### config.mk
export PLATFORM = sky130hd
export DESIGN_NAME = ps2_mouse_receiver_flat
export DESIGN_NICKNAME = d
export VERILOG_FILES = /design/src/rtl/ps2_mouse_receiver_pkg.sv /design/src/rtl/ps2_mouse_receiver_if.sv /design/src/rtl/ps2_mouse_receiver_edge_detect.sv /design/src/rtl/ps2_mouse_receiver.sv /design/src/flat_wrapper.sv
export SDC_FILE = /design/constraint.sdc
export NUM_CORES = 1
export LEC_CHECK = 0
export CORE_MARGIN = 3
export CORE_UTILIZATION = 62
export CTS_CLUSTER_DIAMETER = 50
export DETAILED_ROUTE_END_ITERATION = 7
export PLACE_DENSITY_LB_ADDON = 0.08
export SYNTH_ARGS = -nofsm -noshare
export SYNTH_HDL_FRONTEND = slang
export SYNTH_SLANG_ARGS = --single-unit
### constraint.sdc
create_clock -name CLK -period 5.7 [get_ports CLK]
set_input_delay 0.855 -clock CLK [delete_from_list [all_inputs] [get_ports CLK]]
set_output_delay 0.855 -clock CLK [all_outputs]
set_load 0.05 [all_outputs]
### src/rtl/ps2_mouse_receiver_pkg.sv
// -----------------------------------------------------------------------------
// ps2_pkg : shared types and constants for the PS/2 mouse receive path.
//   state_t        receiver frame states (IDLE, DATA, PARITY, STOP, DONE)
//   PS2_DATA_BITS  data bits per device-to-host frame
//   ERR_*          BYTE_ERROR_CODE encodings (bit0 parity, bit1 stop)
//   frame_error()  error code for a captured data byte, parity bit and stop bit
// -----------------------------------------------------------------------------
package ps2_pkg;

   typedef enum logic [2:0] {
      IDLE,
      DATA,
      PARITY,
      STOP,
      DONE
   } state_t;

   localparam int PS2_DATA_BITS = 8;

   localparam logic [1:0] ERR_NONE   = 2'b00;
   localparam logic [1:0] ERR_PARITY = 2'b01;
   localparam logic [1:0] ERR_STOP   = 2'b10;

   // Odd parity: the nine data+parity bits must hold an odd number of ones.
   function automatic logic [1:0] frame_error(input logic [PS2_DATA_BITS-1:0] data,
                                              input logic parity,
                                              input logic stop);
      logic [1:0] code;
      code = ERR_NONE;
      if (~(^data ^ parity)) code = code | ERR_PARITY;
      if (!stop)             code = code | ERR_STOP;
      return code;
   endfunction

endpackage

### src/rtl/ps2_mouse_receiver_if.sv
// -----------------------------------------------------------------------------
// ps2_mouse_receiver_if : mouse-line and byte-delivery signals of the receiver.
//   CLK_MOUSE_IN / DATA_MOUSE_IN  raw mouse lines (asynchronous to CLK)
//   READ_ENABLE                   reception permitted when high
//   BYTE_READ / BYTE_ERROR_CODE   last received byte and its error code
//   BYTE_READY                    one-cycle strobe for a new byte
// modport master : mouse master state machine side (drives lines and enable)
// modport slave  : receiver side
// -----------------------------------------------------------------------------
interface ps2_mouse_receiver_if;
   import ps2_pkg::*;

   logic                     CLK_MOUSE_IN;
   logic                     DATA_MOUSE_IN;
   logic                     READ_ENABLE;
   logic [PS2_DATA_BITS-1:0] BYTE_READ;
   logic [1:0]               BYTE_ERROR_CODE;
   logic                     BYTE_READY;

   modport master (
      output CLK_MOUSE_IN, DATA_MOUSE_IN, READ_ENABLE,
      input  BYTE_READ, BYTE_ERROR_CODE, BYTE_READY
   );

   modport slave (
      input  CLK_MOUSE_IN, DATA_MOUSE_IN, READ_ENABLE,
      output BYTE_READ, BYTE_ERROR_CODE, BYTE_READY
   );

endinterface

### src/rtl/ps2_mouse_receiver_edge_detect.sv
// -----------------------------------------------------------------------------
// ps2_edge_detect : synchroniser and falling-edge pulse for a PS/2 clock line.
//   clk, rst  system clock, asynchronous active-high reset
//   line_in   raw asynchronous line
//   fe        one-cycle pulse when the conditioned level goes 1 -> 0
// Build option PS2_RX_GLITCH_FILTER_EN inserts a 4-sample stability filter
// between the synchroniser and the edge detector.
// -----------------------------------------------------------------------------
module ps2_edge_detect (
   input  logic clk,
   input  logic rst,
   input  logic line_in,
   output logic fe
);

   logic [1:0] sync_q;
   logic       level;
   logic       level_prev_q;

   // NOTE: synchroniser flops preset to 1 so leaving reset on an idle bus
   // cannot fabricate a falling edge.
   always_ff @(posedge clk or posedge rst) begin
      if (rst) sync_q <= 2'b11;
      else     sync_q <= {sync_q[0], line_in};
   end

`ifdef PS2_RX_GLITCH_FILTER_EN
   logic [3:0] hist_q;
   logic       filt_q;

   // Level only moves after four consecutive equal synchronised samples.
   always_ff @(posedge clk or posedge rst) begin
      if (rst) begin
         hist_q <= 4'hF;
         filt_q <= 1'b1;
      end else begin
         hist_q <= {hist_q[2:0], sync_q[1]};
         if (&hist_q)       filt_q <= 1'b1;
         else if (~|hist_q) filt_q <= 1'b0;
      end
   end

   assign level = filt_q;
`else
   assign level = sync_q[1];
`endif

   // NOTE: sequential state uses non-blocking assignments so every flop
   // samples the pre-edge value of its neighbours.
   always_ff @(posedge clk or posedge rst) begin
      if (rst) level_prev_q <= 1'b1;
      else     level_prev_q <= level;
   end

   assign fe = level_prev_q & ~level;

endmodule

### src/rtl/ps2_mouse_receiver.sv
// -----------------------------------------------------------------------------
// ps2_mouse_receiver : host-side PS/2 device-to-host frame receiver.
//   CLK    system clock (100 MHz)
//   RESET  asynchronous, active-high reset
//   bus    ps2_mouse_receiver_if.slave: mouse lines, READ_ENABLE, byte outputs
// Frame: start(0), 8 data bits LSB first, odd parity, stop(1). One BYTE_READY
// strobe per complete frame; error frames are still delivered with a code.
// Parameters: TIMEOUT_CYCLES max CLK cycles between mouse-clock falling edges
// inside a frame; TIMEOUT_W counter width (2**TIMEOUT_W > TIMEOUT_CYCLES).
// Build option PS2_RX_GLITCH_FILTER_EN enables the mouse-clock glitch filter.
// -----------------------------------------------------------------------------
module ps2_mouse_receiver
   import ps2_pkg::*;
#(
   parameter int TIMEOUT_CYCLES = 20000,
   parameter int TIMEOUT_W      = 15
) (
   input  logic                 CLK,
   input  logic                 RESET,
   ps2_mouse_receiver_if.slave  bus
);

   localparam int                   CNT_W         = $clog2(PS2_DATA_BITS);
   localparam logic [CNT_W-1:0]     LAST_BIT      = CNT_W'(PS2_DATA_BITS - 1);
   localparam logic [TIMEOUT_W-1:0] TIMEOUT_LIMIT = TIMEOUT_W'(TIMEOUT_CYCLES);

   logic                     clk_fe;
   logic [1:0]               data_sync_q;
   logic                     data_bit;

   state_t                   state_q;
   logic [CNT_W-1:0]         bit_cnt_q;
   logic [PS2_DATA_BITS-1:0] shift_q;
   logic                     parity_q;
   logic                     stop_q;
   logic [TIMEOUT_W-1:0]     timeout_q;
   logic [PS2_DATA_BITS-1:0] byte_read_q;
   logic [1:0]               error_code_q;
   logic                     byte_ready_q;

   logic                     in_frame;
   logic                     timed_out;

   ps2_edge_detect u_clk_edge (
      .clk     (CLK),
      .rst     (RESET),
      .line_in (bus.CLK_MOUSE_IN),
      .fe      (clk_fe)
   );

   // Data line gets the same two-flop depth as the unfiltered clock path, so
   // the sample taken on fe belongs to the bit the clock edge framed.
   always_ff @(posedge CLK or posedge RESET) begin
      if (RESET) data_sync_q <= 2'b11;
      else       data_sync_q <= {data_sync_q[0], bus.DATA_MOUSE_IN};
   end

   assign data_bit  = data_sync_q[1];
   assign in_frame  = (state_q == DATA) || (state_q == PARITY) || (state_q == STOP);
   assign timed_out = in_frame && (timeout_q == TIMEOUT_LIMIT);

   always_ff @(posedge CLK or posedge RESET) begin
      if (RESET) begin
         state_q      <= IDLE;
         bit_cnt_q    <= '0;
         shift_q      <= '0;
         parity_q     <= 1'b0;
         stop_q       <= 1'b0;
         timeout_q    <= '0;
         byte_read_q  <= '0;
         error_code_q <= ERR_NONE;
         byte_ready_q <= 1'b0;
      end else begin
         byte_ready_q <= 1'b0;

         if (in_frame && !clk_fe) timeout_q <= timeout_q + TIMEOUT_W'(1);
         else                     timeout_q <= '0;

         // Abort and timeout take priority over any edge arriving this cycle.
         if (in_frame && (!bus.READ_ENABLE || timed_out)) begin
            state_q   <= IDLE;
            timeout_q <= '0;
         end else begin
            case (state_q)
               IDLE: begin
                  if (clk_fe && bus.READ_ENABLE && !data_bit) begin
                     state_q   <= DATA;
                     bit_cnt_q <= '0;
                  end
               end
               DATA: begin
                  if (clk_fe) begin
                     shift_q[bit_cnt_q] <= data_bit;
                     bit_cnt_q          <= bit_cnt_q + CNT_W'(1);
                     if (bit_cnt_q == LAST_BIT) state_q <= PARITY;
                  end
               end
               PARITY: begin
                  if (clk_fe) begin
                     parity_q <= data_bit;
                     state_q  <= STOP;
                  end
               end
               STOP: begin
                  if (clk_fe) begin
                     stop_q  <= data_bit;
                     state_q <= DONE;
                  end
               end
               DONE: begin
                  byte_read_q  <= shift_q;
                  error_code_q <= frame_error(shift_q, parity_q, stop_q);
                  byte_ready_q <= 1'b1;
                  state_q      <= IDLE;
               end
               default: state_q <= IDLE;
            endcase
         end
      end
   end

   assign bus.BYTE_READ       = byte_read_q;
   assign bus.BYTE_ERROR_CODE = error_code_q;
   assign bus.BYTE_READY      = byte_ready_q;

endmodule

### src/flat_wrapper.sv
// flat-port wrapper written by rule: the top's interface ports become plain ports
module ps2_mouse_receiver_flat import ps2_pkg::*;
#(
   parameter int TIMEOUT_CYCLES = 20000,
   parameter int TIMEOUT_W      = 15
)
  (CLK, RESET, bus_CLK_MOUSE_IN, bus_DATA_MOUSE_IN, bus_READ_ENABLE, bus_BYTE_READ, bus_BYTE_ERROR_CODE, bus_BYTE_READY);
  ps2_mouse_receiver_if bus_i ();
  input  logic CLK;
  input  logic RESET;
  input wire logic [$bits(bus_i.CLK_MOUSE_IN)-1:0] bus_CLK_MOUSE_IN;
  input wire logic [$bits(bus_i.DATA_MOUSE_IN)-1:0] bus_DATA_MOUSE_IN;
  input wire logic [$bits(bus_i.READ_ENABLE)-1:0] bus_READ_ENABLE;
  output wire logic [$bits(bus_i.BYTE_READ)-1:0] bus_BYTE_READ;
  output wire logic [$bits(bus_i.BYTE_ERROR_CODE)-1:0] bus_BYTE_ERROR_CODE;
  output wire logic [$bits(bus_i.BYTE_READY)-1:0] bus_BYTE_READY;
  assign bus_i.CLK_MOUSE_IN = bus_CLK_MOUSE_IN;
  assign bus_i.DATA_MOUSE_IN = bus_DATA_MOUSE_IN;
  assign bus_i.READ_ENABLE = bus_READ_ENABLE;
  assign bus_BYTE_READ = bus_i.BYTE_READ;
  assign bus_BYTE_ERROR_CODE = bus_i.BYTE_ERROR_CODE;
  assign bus_BYTE_READY = bus_i.BYTE_READY;
  ps2_mouse_receiver #(.TIMEOUT_CYCLES(TIMEOUT_CYCLES), .TIMEOUT_W(TIMEOUT_W)) u_core (.CLK(CLK), .RESET(RESET), .bus(bus_i));
endmodule
# After elaboration in Yosys (flattened, before gate mapping)
# Cells that the tools add are included.
# totals
regBits	47
word_cells	73
# classes
n_addsub	2
magnitude_cmp	2
eq_ne	13
n_mux	19
bitwise_logic	4
n_reduce_logical	21
# op_table
operator	count
15-bit two-way mux	2
3-bit two-way mux	8
15-bit by 1-bit adder with 15-bit output, second input constant	1
15-bit == test, second input constant	1
3-bit one-hot mux with 4 select lines	1
3-bit by 2-bit inequality test with 1-bit output, second input constant	3
3-bit AND reduction	3
8-bit bitwise mux	1
8-bit parity	1
3-bit by 2-bit == test with 1-bit output, second input constant	2
3-bit == test, second input constant	2
1-bit logical AND	6
3-bit one-hot mux with 2 select lines	1
5-bit AND reduction	1
3-bit by 4-bit < comparator with 1-bit output, second input constant	1
1-bit two-way mux	4
2-bit by 1-bit inequality test with 1-bit output, second input constant	2
4-bit AND reduction	1
3-bit by 1-bit adder with 3-bit output, second input constant	1
1-bit demux with 3-bit select	1
3-bit by 1-bit == test with 1-bit output, second input constant	1
3-bit by 1-bit >= comparator with 1-bit output, second input constant	1
1-bit logical NOT	3
3-bit logical NOT	1
other kinds (9)	12

# Longest topological paths before layout
# logic_depth
ltp_word	8
depth_mapped	7
ltp_nobuf	6

# By module
# Synthesis repeated with hierarchy kept, for this count alone.
# hier_totals
cells_unflattened	200
hier_area_um2	2274.7
# by_module_without_submodules
mod	instances	cells_each	area_each_um2	seq_area_each_um2
ps2_mouse_receiver	1	195	2178.3	1103.6
ps2_edge_detect	1	5	96.3	78.8

# Worst setup path after synthesis
# Ideal clock, no wire load.
# synth_timing
kind	input to register
start	input bus_READ_ENABLE
end	register u_core.parity_q
arrival_ns	1.929
required_ns	5.575
path_slack_ns	3.646
cell_stages	5
n_path_buf	1
cell_sequence	nand2b_1 > a41o_1 > buf_6 > or4_4 > mux2_4
# synth_between
elab_chain_cells	5
# synth_rtl
item	line	source
start, declared	flat_wrapper.sv:13	input wire logic [$bits(bus_i.READ_ENABLE)-1:0] bus_READ_ENABLE;
1-bit logical NOT	ps2_mouse_receiver.sv:80	if (in_frame && (!bus.READ_ENABLE || timed_out)) begin
1-bit logical OR	ps2_mouse_receiver.sv:80	
1-bit logical AND	ps2_mouse_receiver.sv:80	
1-bit inverter (no source line)	-	
3-bit AND reduction (no source line)	-	
end signal, assigned	ps2_mouse_receiver.sv:100	parity_q <= data_bit;
end, declared	ps2_mouse_receiver.sv:34	logic parity_q;
# No other way between the ends.
# A chain may end at the register's enable or synchronous reset.

# Final worst setup path
# layout_timing
start	register u_core.byte_read_q[1] (netlist: u_core.bus.BYTE_READ[1])
end	output bus_BYTE_READ[1]
# layout_rtl
item	line	source
start, declared	ps2_mouse_receiver.sv:37	logic [PS2_DATA_BITS-1:0] byte_read_q;
start signal, assigned	ps2_mouse_receiver.sv:111	byte_read_q <= shift_q;
end, declared	flat_wrapper.sv:14	output wire logic [$bits(bus_i.BYTE_READ)-1:0] bus_BYTE_READ;
# No word-level cell between the ends.

==> summary.md <==
| Metric | Value |
|---|---|
| Sequential cell area fraction in the yosys report | 51.6% |
| CP peak stage delay | 0.83 ns |
| DRC | 0 |
| Number of diodes | 0 |
| Final nets | approximately 220 |
| Commonest cells after routing, fill and taps aside | dfrtp_1 (42), nor2_1 (21), mux2_2 (20) |
| Post-synth top area cell | dfrtp_1 |
| Final setup vio count | 0 |
| Starting Density | between 60% and 70% |
| Row count | 21 |
| Input/output buffers | 15 |
| # hold bufs at CTS | 0 |
| CTS tree | built |
| Synth Area in XOR/XNOR | 8.25% |
| Startpoint types | flip-flop |
| Register bit total from synthesis | 47 |
| Fmax | 423 MHz |
| Total CTS buffers | 5 |
| Reg clk slew, reported paths | 0.08 ns |
| Slowest CP cell | clkdlybuf4s50_1 |
| DR WL/cell | 15.3 µm |
| Crit-path cells | clkdlybuf4s50_1 |
| Setup repair bufs after CTS | 0 |
| Final ANT Viol Nets | 0 |
| Routed WL | 3.97 mm |
| Portion of netlist area occupied by mux cells | 10.5% |
| Nature of the critical path endpoint | primary output |
| Slew @ Worst Pin | 0.579 ns |
| Share of cells above drive strength 1 | 21.0% |
| Total gr overflow | 0 |
| Vias in the first global route | 1442 |
| Final hold violations | 0 |
| Critical path startpoint | u_core.bus.BYTE_READ[1] |
| Avg Cell Area, Syn | 11.5 µm² |
| Dpl ws | just over 3 ns |
| Compound-Gate Fraction of Synth Area | 5.52% |
| Worst-skew pair later-pin latency | 0.31 ns |
| Share of the synthesized area in the top cell type | between 40% and 50% |
| Routed via count | ~1500 |
| IO Pins | 16 |
| First-pass GRT wire length | 6.89 mm |
| CP Buf/Inv Count | 1 |
| Root Buffer | clkbuf_8 |
| PnR worst setup slack | about 3.3 ns |
| Initial antenna violation count | 0 |
| Relative slew margins | 61.4% |
| Routed vias/inst | slightly below 6 |
| Post-route clock skew | 0.0114 ns |
| Ys flop type | dfrtp_1 |
| Simple-Gate Fraction of Synth Area | 17.8% |
| Final period utilization | 41.5% |
| Die Area | 4460 µm² |
| GPL Wtd Cong | 0.882 |
| Synth area leaders | dfrtp_1 (46%), mux2_2 (9.8%), dfstp_2 (5.7%) |
| Hold Path Class | flip-flop to flip-flop |
| Number of flops mapped to enable cells by yosys | 0 |
| Commonest non-fill, non-tap cell in the layout | dfrtp_1 |
| VDD IR-drop max | 178 µV |
| Largest net degree at the start of global routing | 48 |
| H-Tree Depth | 2 |
| Post-synth ARST share | between 90% and 100% |
| Power per Cell Area | ~300 nW/µm² |
| RSZ-0062 raised after global routing | no |
| Syn_nets | 208 |
| Drt pass-1 iters | 4 |
| Critical path's top delay family | buffers and inverters |
| Crit path required time | 4.85 ns |
| DP HPWL | approximately 2.8 mm |
| Post_cts resized | 0 |
| Layout Area Growth over Synthesis | 10.7% |
| Crit path max fanout | 2 |
| Global Route Usage Sum | a little over a fifth |
| Die extent in x | 66.8 µm |
| TritonCTS Sinks | 47 |
| Die Y | 66.8 µm |
| R2R Path Start | u_core.timeout_q[0] |
| Library cells used by synthesis | 47 |
| Clock buffer depth | 2 |
| Period minus WS final | 2.36 ns |
| Maxcap violations | 0 |
| Crit Path Class | flip-flop to primary output |
| Cell area after synthesis | 2290 µm² |
| Largest family of logic cells by synthesized area | simple AND/OR/NAND/NOR gates |
| Mapped Cells | 199 |
| HP Start | u_core.data_sync_q[0] |
| Worst path arrival time | 1.51 ns |
| Status | completed |
| Core area | 3440 µm² |
| Max Transition Viols Final | 0 |
| Pleak | around 0.0011 µW |
| Setup TNS | 0 ns |
| Syn. warnings | 0 |
| Iteration-0 DRC Markers | 135 |
| Synth Area in Adders | 2.19% |
[cell usage after synthesis (all sizes together), types with 2 or more instances]
library cell	number
nor4b	2
and3	2
ha	4
dfrtp	42
inv	9
and4	3
xor2	13
o21ai	3
a31oi	2
o2111ai	2
nor4	2
clkbuf	6
nor2b	3
nor3	8
o211ai	2
nand2b	2
nand4	7
nor2	22
mux2	21
nand3	6
xnor2	6
and2	3
dfstp	5
buf	3
nand2	8
[registers in the layout, indices dropped and copies added, names as in the netlist]
register	cells
u_core.state_q	3
u_core.shift_q	8
u_core.bus.BYTE_READY	1
u_core.bus.BYTE_READ	8
u_core.u_clk_edge.level_prev_q	1
u_core.bit_cnt_q	3
u_core.timeout_q	15
u_core.bus.BYTE_ERROR_CODE	2
u_core.stop_q	1
u_core.data_sync_q	2
u_core.u_clk_edge.sync_q	2
u_core.parity_q	1
[power by group]
group / leakage (µW) / internal [µW] / switching [µW]
combinational: 0.000479 / 79.9 / 84.4
clock: 0.0000402 / 85.2 / 109
sequential: 0.000630 / 364 / 40.5
total: 0.00115 / 529 / 234
[cells by family (layout without fill, tap and decap cells)]
| group | count (synthesis) | after routing |
|---|---|---|
| and+or+nand+nor | 73 | 73 |
| adders and majority gates | 4 | 4 |
| DFF | 47 | 47 |
| muxes | 21 | 21 |
| buffers and inverters | 18 | 33 |
| xor gates and xnor gates | 20 | 20 |
| AOI/OAI and AO/OA | 16 | 16 |
[through the flow]
stage	util, %	cells	total power [µW]	hold slack, ns	cell area [µm²]
after global routing	73.6	260	816	0.363	2530
final	73.6	260	763	0.360	2530
after detailed placement	71.0	252	574	0.349	2440
after CTS	73.6	260	771	0.361	2530
after global placement	71.0	252	563	0.349	2440
after floorplan	-	199	546	0.345	2290
[path summary, 6_finish.rpt]
kind                                                 end  slack (ns)  cells past startpoint
setup reg to reg                       u_core.shift_q[4]        3.49                      6
hold reg to reg                    u_core.data_sync_q[1]        0.36                      0
setup / recovery                        bus_BYTE_READ[1]        3.34                      1
hold / removal                     u_core.data_sync_q[1]        0.36                      0
min in group asynchronous  u_core.bus.BYTE_ERROR_CODE[0]        0.99                      3
max in group asynchronous            u_core.timeout_q[1]        4.30                      3
[routing by layer]
| metal | track usage [%] | part of all wire, % |
|---|---|---|
| met5 | 0 | 0 |
| met1 | 29.2 | 46 |
| met3 | 5.23 | 4.5 |
| met4 | 7.61 | 1.8 |
| met2 | 31.2 | 48 |
[cell type report]
type / count / area (µm²)
Sequential cell: 47 / 1180
Multi-Input combinational cell: 134 / 1010
Fill cell: 248 / 908
Timing Repair Buffer: 16 / 158
Clock buffer: 5 / 68.8
Tap cell: 46 / 57.6
Inverter: 9 / 33.8
Clock inverter: 3 / 20.0
Note: power is estimated with default switching activity, not from simulation.
